[src/rtl/iq_bypass_wakeup.sv]
// rtl/iq_bypass_wakeup.sv - compacting issue queue with ALU0/BRU bypass wakeup and oldest-first select
//
// Purpose: holds up to DEPTH dispatched micro-ops. Each cycle it snoops the ALU0 and
// BRU bypass buses to capture waiting source operands. It issues the oldest entry
// whose two sources are both ready. Valid entries stay packed from slot 0, and slot 0
// holds the oldest entry.
//
// Ports:
//   clk, rst          clock, synchronous active-high reset
//   flush             empties the queue at the next edge
//   disp_*            dispatch handshake (disp_vld/disp_rdy) and micro-op fields
//   ALU0_*/BRU_*      bypass buses; a tag of 0 means no write
//   iss_*             issue handshake (iss_vld/iss_rdy) and selected micro-op
//   count             number of occupied entries
module iq_bypass_wakeup #(
    parameter int DEPTH = 4,
    parameter int PRW   = 6,
    parameter int DW    = 32,
    parameter int OPW   = 8
) (
    input  logic                     clk,
    input  logic                     rst,
    input  logic                     flush,
    input  logic                     disp_vld,
    output logic                     disp_rdy,
    input  logic [OPW-1:0]           disp_op,
    input  logic [PRW-1:0]           disp_dst_pr,
    input  logic [PRW-1:0]           disp_src1_pr,
    input  logic [PRW-1:0]           disp_src2_pr,
    input  logic                     disp_src1_rdy,
    input  logic                     disp_src2_rdy,
    input  logic [DW-1:0]            disp_src1_data,
    input  logic [DW-1:0]            disp_src2_data,
    input  logic [PRW-1:0]           ALU0_PR_bypass,
    input  logic [DW-1:0]            ALU0_data_bypass,
    input  logic [PRW-1:0]           BRU_PR_bypass,
    input  logic [DW-1:0]            BRU_data_bypass,
    output logic                     iss_vld,
    input  logic                     iss_rdy,
    output logic [OPW-1:0]           iss_op,
    output logic [PRW-1:0]           iss_dst_pr,
    output logic [DW-1:0]            iss_src1_data,
    output logic [DW-1:0]            iss_src2_data,
    output logic [$clog2(DEPTH):0]   count
);

    localparam int CW = $clog2(DEPTH) + 1;
    localparam int IW = $clog2(DEPTH);

    typedef struct packed {
        logic [PRW-1:0] pr;
        logic           rdy;
        logic [DW-1:0]  data;
    } src_t;

    typedef struct packed {
        logic           vld;
        logic [OPW-1:0] op;
        logic [PRW-1:0] dst;
        src_t           s1;
        src_t           s2;
    } entry_t;

    entry_t         entry_q [DEPTH];
    entry_t         entry_d [DEPTH];
    logic [CW-1:0]  count_q;
    logic [CW-1:0]  count_d;

    // One extra all-zero slot past the top, so the shift-down can read slot i+1 everywhere.
    entry_t         entry_ext [DEPTH+1];
    entry_t         disp_ent;
    logic           sel_found;
    logic [IW-1:0]  sel_idx;
    logic           iss_fire;
    logic           disp_fire;
    logic [CW-1:0]  wr_idx;

    // Capture a bypass result into a waiting source. Tag 0 never matches, and ALU0 has priority over BRU.
    function automatic src_t wake(input src_t s,
                                  input logic [PRW-1:0] a_pr, input logic [DW-1:0] a_d,
                                  input logic [PRW-1:0] b_pr, input logic [DW-1:0] b_d);
        src_t r;
        r = s;
        if (!s.rdy && s.pr != '0) begin
            if (s.pr == a_pr) begin
                r.rdy  = 1'b1;
                r.data = a_d;
            end else if (s.pr == b_pr) begin
                r.rdy  = 1'b1;
                r.data = b_d;
            end
        end
        return r;
    endfunction

    // Oldest-first select: scan from the top down so that the lowest ready index wins.
    always_comb begin
        sel_found = 1'b0;
        sel_idx   = '0;
        for (int i = DEPTH - 1; i >= 0; i--) begin
            if (entry_q[i].vld && entry_q[i].s1.rdy && entry_q[i].s2.rdy) begin
                sel_found = 1'b1;
                sel_idx   = IW'(i);
            end
        end
    end

    assign disp_rdy  = !rst && !flush && (count_q != CW'(DEPTH));
    assign disp_fire = disp_vld && disp_rdy;
    assign iss_vld   = !rst && !flush && sel_found;
    assign iss_fire  = iss_vld && iss_rdy;
    assign count     = count_q;

    always_comb begin
        iss_op        = '0;
        iss_dst_pr    = '0;
        iss_src1_data = '0;
        iss_src2_data = '0;
        if (iss_vld) begin
            iss_op        = entry_q[sel_idx].op;
            iss_dst_pr    = entry_q[sel_idx].dst;
            iss_src1_data = entry_q[sel_idx].s1.data;
            iss_src2_data = entry_q[sel_idx].s2.data;
        end
    end

    // Incoming entry: a zero-tag source counts as ready with data 0. A waiting source can
    // still be woken in its dispatch cycle.
    always_comb begin
        disp_ent        = '0;
        disp_ent.vld    = 1'b1;
        disp_ent.op     = disp_op;
        disp_ent.dst    = disp_dst_pr;
        disp_ent.s1.pr  = disp_src1_pr;
        disp_ent.s2.pr  = disp_src2_pr;
        if (disp_src1_pr == '0) begin
            disp_ent.s1.rdy = 1'b1;
        end else if (disp_src1_rdy) begin
            disp_ent.s1.rdy  = 1'b1;
            disp_ent.s1.data = disp_src1_data;
        end
        if (disp_src2_pr == '0) begin
            disp_ent.s2.rdy = 1'b1;
        end else if (disp_src2_rdy) begin
            disp_ent.s2.rdy  = 1'b1;
            disp_ent.s2.data = disp_src2_data;
        end
        disp_ent.s1 = wake(disp_ent.s1, ALU0_PR_bypass, ALU0_data_bypass, BRU_PR_bypass, BRU_data_bypass);
        disp_ent.s2 = wake(disp_ent.s2, ALU0_PR_bypass, ALU0_data_bypass, BRU_PR_bypass, BRU_data_bypass);
    end

    // Next state for each slot: shift down past the issued entry, then apply wakeup in the
    // post-shift slot, then write the dispatch slot behind the survivors.
    always_comb begin
        for (int i = 0; i < DEPTH; i++) begin
            entry_ext[i] = entry_q[i];
        end
        entry_ext[DEPTH] = '0;
        wr_idx = count_q - CW'(iss_fire);
        for (int i = 0; i < DEPTH; i++) begin
            if (iss_fire && i >= int'(sel_idx)) begin
                entry_d[i] = entry_ext[i + 1];
            end else begin
                entry_d[i] = entry_ext[i];
            end
            if (entry_d[i].vld) begin
                entry_d[i].s1 = wake(entry_d[i].s1, ALU0_PR_bypass, ALU0_data_bypass,
                                     BRU_PR_bypass, BRU_data_bypass);
                entry_d[i].s2 = wake(entry_d[i].s2, ALU0_PR_bypass, ALU0_data_bypass,
                                     BRU_PR_bypass, BRU_data_bypass);
            end
            if (disp_fire && int'(wr_idx) == i) begin
                entry_d[i] = disp_ent;
            end
            if (flush) begin
                entry_d[i].vld = 1'b0;
            end
        end
        if (flush) begin
            count_d = '0;
        end else begin
            count_d = count_q + CW'(disp_fire) - CW'(iss_fire);
        end
    end

    always_ff @(posedge clk) begin
        if (rst) begin
            entry_q <= '{default: '0};
            count_q <= '0;
        end else begin
            entry_q <= entry_d;
            count_q <= count_d;
        end
    end

endmodule
[config.mk]
export PLATFORM = sky130hd
export DESIGN_NAME = iq_bypass_wakeup
export DESIGN_NICKNAME = d
export VERILOG_FILES = /design/src/rtl/iq_bypass_wakeup.sv
export SDC_FILE = /design/constraint.sdc
export NUM_CORES = 2
export LEC_CHECK = 0
export CORE_MARGIN = 2
export CORE_UTILIZATION = 35
export CTS_BUF_LIST = sky130_fd_sc_hd__clkbuf_8
export DETAILED_ROUTE_END_ITERATION = 8
export GPL_TIMING_DRIVEN = 0
export REMOVE_ABC_BUFFERS = 1
export SLEW_MARGIN = 20
export SYNTH_ARGS = -nofsm -noshare
export SYNTH_HDL_FRONTEND = slang
export SYNTH_SLANG_ARGS = --single-unit
[constraint.sdc]
create_clock -name clk -period 5.65 [get_ports clk]
set_input_delay 1.695 -clock clk [delete_from_list [all_inputs] [get_ports clk]]
set_output_delay 1.695 -clock clk [all_outputs]
set_load 0.1 [all_outputs]
==> flow_metrics.env <==
export IMPL_status="complete, but fails checks"
export IMPL_violations="negative setup slack"
export IMPL_place_inst=4388
export IMPL_grt_max_degree=92
export IMPL_grt_antenna_before_repair=7
export IMPL_h_tree_depth=3
export IMPL_nets=3618
export IMPL_power_density_nw_per_um2=189.6
export IMPL_setup_viol=1
export IMPL_synth_flop_cell="dfxtp_1"
export IMPL_dp_hpwl_microns=81330
export IMPL_syn2layout_area_growth_pct=23.13
export IMPL_row_count=101
export IMPL_die_h_microns=281.5
export IMPL_overflow=0
export IMPL_cts_hold_buf=0
export IMPL_crit_type="primary input to output port"
export IMPL_power_frac_clock=0.446
export IMPL_viasPerCell=6.456
export IMPL_clkSinkCount=375
export IMPL_p_switching_w=0.001843
export IMPL_gp_congestion=0.8585
export IMPL_setup_ws_ns=-0.01385
export IMPL_tns_ns=-0.01385
export IMPL_initial_utilization=0.3541
export IMPL_synthArstFlopShare=0
export IMPL_clk_path_buf_depth=3
export IMPL_wl_microns=121900
export IMPL_mostFrequentLayoutCells="nand2_1 (514), dfxtp_1 (375), nor2_1 (311)"
export IMPL_drive_above_1_share=0.1520
export IMPL_switching_share=0.2930
export IMPL_max_cap_violations=0
export IMPL_worst_pin_slew_ns=1.184
export IMPL_num_vias=29220
export IMPL_synth_distinct_cells=80
export IMPL_ys_seq_area_frac=0.2786
export IMPL_layout_commonest_cell="nand2_1"
export IMPL_wl_met1_microns=47140
export IMPL_met2WireLength_microns=54330
export IMPL_drc_errors=0
export IMPL_place_port_buffers=255
export IMPL_routedWlPerCell_microns=26.93
export IMPL_synth_edf_count=0
export IMPL_hold_viol=0
export IMPL_maxSlewHeadroom=0.2080
export IMPL_ir_drop_mv=0.1404
export IMPL_rsz0062_at_grt="yes"
export IMPL_hold_class="register to register"
export IMPL_boundaryPins=256
export IMPL_fmax_ghz=0.1766
export IMPL_synth_area_sq_um=26940
export IMPL_wl_met3_microns=13720
export IMPL_power_internal_w=0.004448
export IMPL_avgSynthCellArea_sq_um=7.924
export IMPL_fin_crit_ns=5.664
export IMPL_cts_root_buffer="clkbuf_8"
export IMPL_crit_path_end_kind="output port"
export IMPL_tritoncts="built"
export IMPL_ys_warn_count=0
export IMPL_grt_pass1_wl_microns=179100
export IMPL_grt_pass1_vias=27750
export IMPL_p_leak_nw=11.75
export IMPL_clock_skew_ns=0.05971
export IMPL_finalCritPeriodShare=1.002
export IMPL_pwr_share_comb=0.125
export IMPL_clk_latency_ns=0.70
export IMPL_core_sq_um=76080
export IMPL_drt_pass1_iter_count=8
export IMPL_startpoint_type="primary input"
export IMPL_postSynthCellCount=3400
export IMPL_critPathRequiredTime_ns=3.95
export IMPL_arrival_ns=3.97
export IMPL_cts_buffers=74
export IMPL_n_fill_cell=7528
export IMPL_grt_use_total=0.2963
export IMPL_postRouteAntennaNets=0
export IMPL_instances_no_fill=4526
export IMPL_die_area_sq_um=79210
export IMPL_initialDrtViolationCount=3418
export IMPL_ys_seq_elements=375
export IMPL_crit_fanout=8
export IMPL_highest_layer="met5"
export IMPL_power_share_sequential=0.429
export IMPL_clk_pin_slew_worst_paths_ns=0.05
export IMPL_die_w_microns=281.5
export IMPL_slew_viol_final=0
[final timing paths]
check	start	to	slack, ns	depth (start not counted)
min reg2reg	entry_ext[455]	entry_ext[455]	0.48	2
max	flush	iss_src2_data[12]	-0.01	5
max reg2reg	entry_ext[404]	entry_ext[300]	0.65	15
min	entry_ext[455]	entry_ext[455]	0.48	2
[stage by stage]
step / setup WS, ns / hold slack, ns / power [W] / cell area [sq um] / util
final: -0.01385 / 0.4818 / 0.006291 / 33170 / 0.4361
after global routing: -0.02201 / 0.4947 / 0.006454 / 33170 / 0.4361
after CTS: -0.05556 / 0.4825 / 0.006290 / 33110 / 0.4352
after detailed placement: -1.560 / 0.4711 / 0.003515 / 31940 / 0.4199
after global placement: -22.24 / 0.4650 / 0.003464 / 29040 / 0.3817
after floorplan: -4.629 / 0.4442 / 0.003051 / 25200 / -
[flip-flops by register name, indices dropped and copies added, names as in the netlist]
signal and cells:
count 3, entry_ext 372
[power groups by stage]
stage | clock, W | sequential [W] | combinational, W
floorplan | 0 | 0.00275 | 0.000303
global placement | 0 | 0.00275 | 0.000711
detailed placement | 0 | 0.00275 | 0.000763
CTS | 0.00283 | 0.00270 | 0.000768
global route | 0.00293 | 0.00270 | 0.000824
finish | 0.00281 | 0.00270 | 0.000788
[worst max-delay path, cell delays in order]
cell and delay [ns]:
clkdlybuf4s50_1 0.50, or2_2 0.47, nor2_4 0.39, and2_1 0.32, clkdlybuf4s18_2 0.58
[repair_timing]
item | 4_1_cts | 5_1_grt
gates cloned | 2 | 0
buffers inserted | 3 | 2
pin swaps | 2 | 3
setup endpoints to repair | 286 | 91
gates resized for setup | 406 | 26
[routing by layer]
metal	up-vias	track usage
li1	12730	-
met1	14020	0.3774
met2	2004	0.4610
met3	467	0.07267
met4	4	0.1597
met5	-	0
[final cells by class]
class	count	area [sq um]	share of cell area
multi-input cells	2589	18110	0.5458
clock buffers	92	1266	0.03817
flip-flops and latches	375	7507	0.2263
well taps	1030	1289	0.03885
inverters	16	60.06	0.001810
diodes	3	7.507	0.0002263
repair buffers	385	4771	0.1438
clock inverters	36	166.4	0.005016
[synth_stat cells (10+ instances only)]
master,number,area (sq um)
nand2_1,522,1959
dfxtp_1,375,7507
nor2_1,322,1209
clkbuf_1,297,1115
mux2i_1,241,2412
a21oi_1,186,930.9
and2_1,87,544.3
a31oi_1,83,519.3
o21ai_0,81,405.4
mux4_2,78,1757
nand3_1,78,390.4
o22ai_1,69,431.7
a311oi_1,67,586.8
buf_2,66,330.3
nor3_1,64,320.3
a222oi_1,58,580.6
mux2_2,58,653.1
xor2_1,55,481.7
xnor2_1,53,464.2
buf_1,42,157.7
or4_1,42,315.3
a221oi_1,39,341.6
a2111oi_0,38,332.8
o32ai_1,35,306.5
a221o_1,34,340.3
a22o_1,34,297.8
o31ai_1,34,255.2
o211ai_1,28,210.2
a211oi_1,22,165.2
and3_1,19,118.9
a211o_1,16,140.1
inv_1,16,60.06
nor4_1,15,93.84
nor2b_1,14,87.58
nand2b_1,12,75.07
buf_4,11,82.58
a22oi_1,10,75.07
nand4_1,10,62.56
[cell families (layout without fill, tap and decap cells)]
family                   count (synthesis)  count (layout)  synth area share
other                                    0               3                 0
multiplexers                           378             378            0.1795
adder cells (fa/ha/maj)                  4               4          0.002136
AO/OA/AOI/OAI                          880             880            0.2347
AND/OR/NAND/NOR                       1217            1219            0.2029
flip-flops                             375             375            0.2786
buffers and inverters                  438             529           0.06706
XOR/XNOR                               108             108           0.03511
No activity file was read; power rests on OpenSTA's default activity.
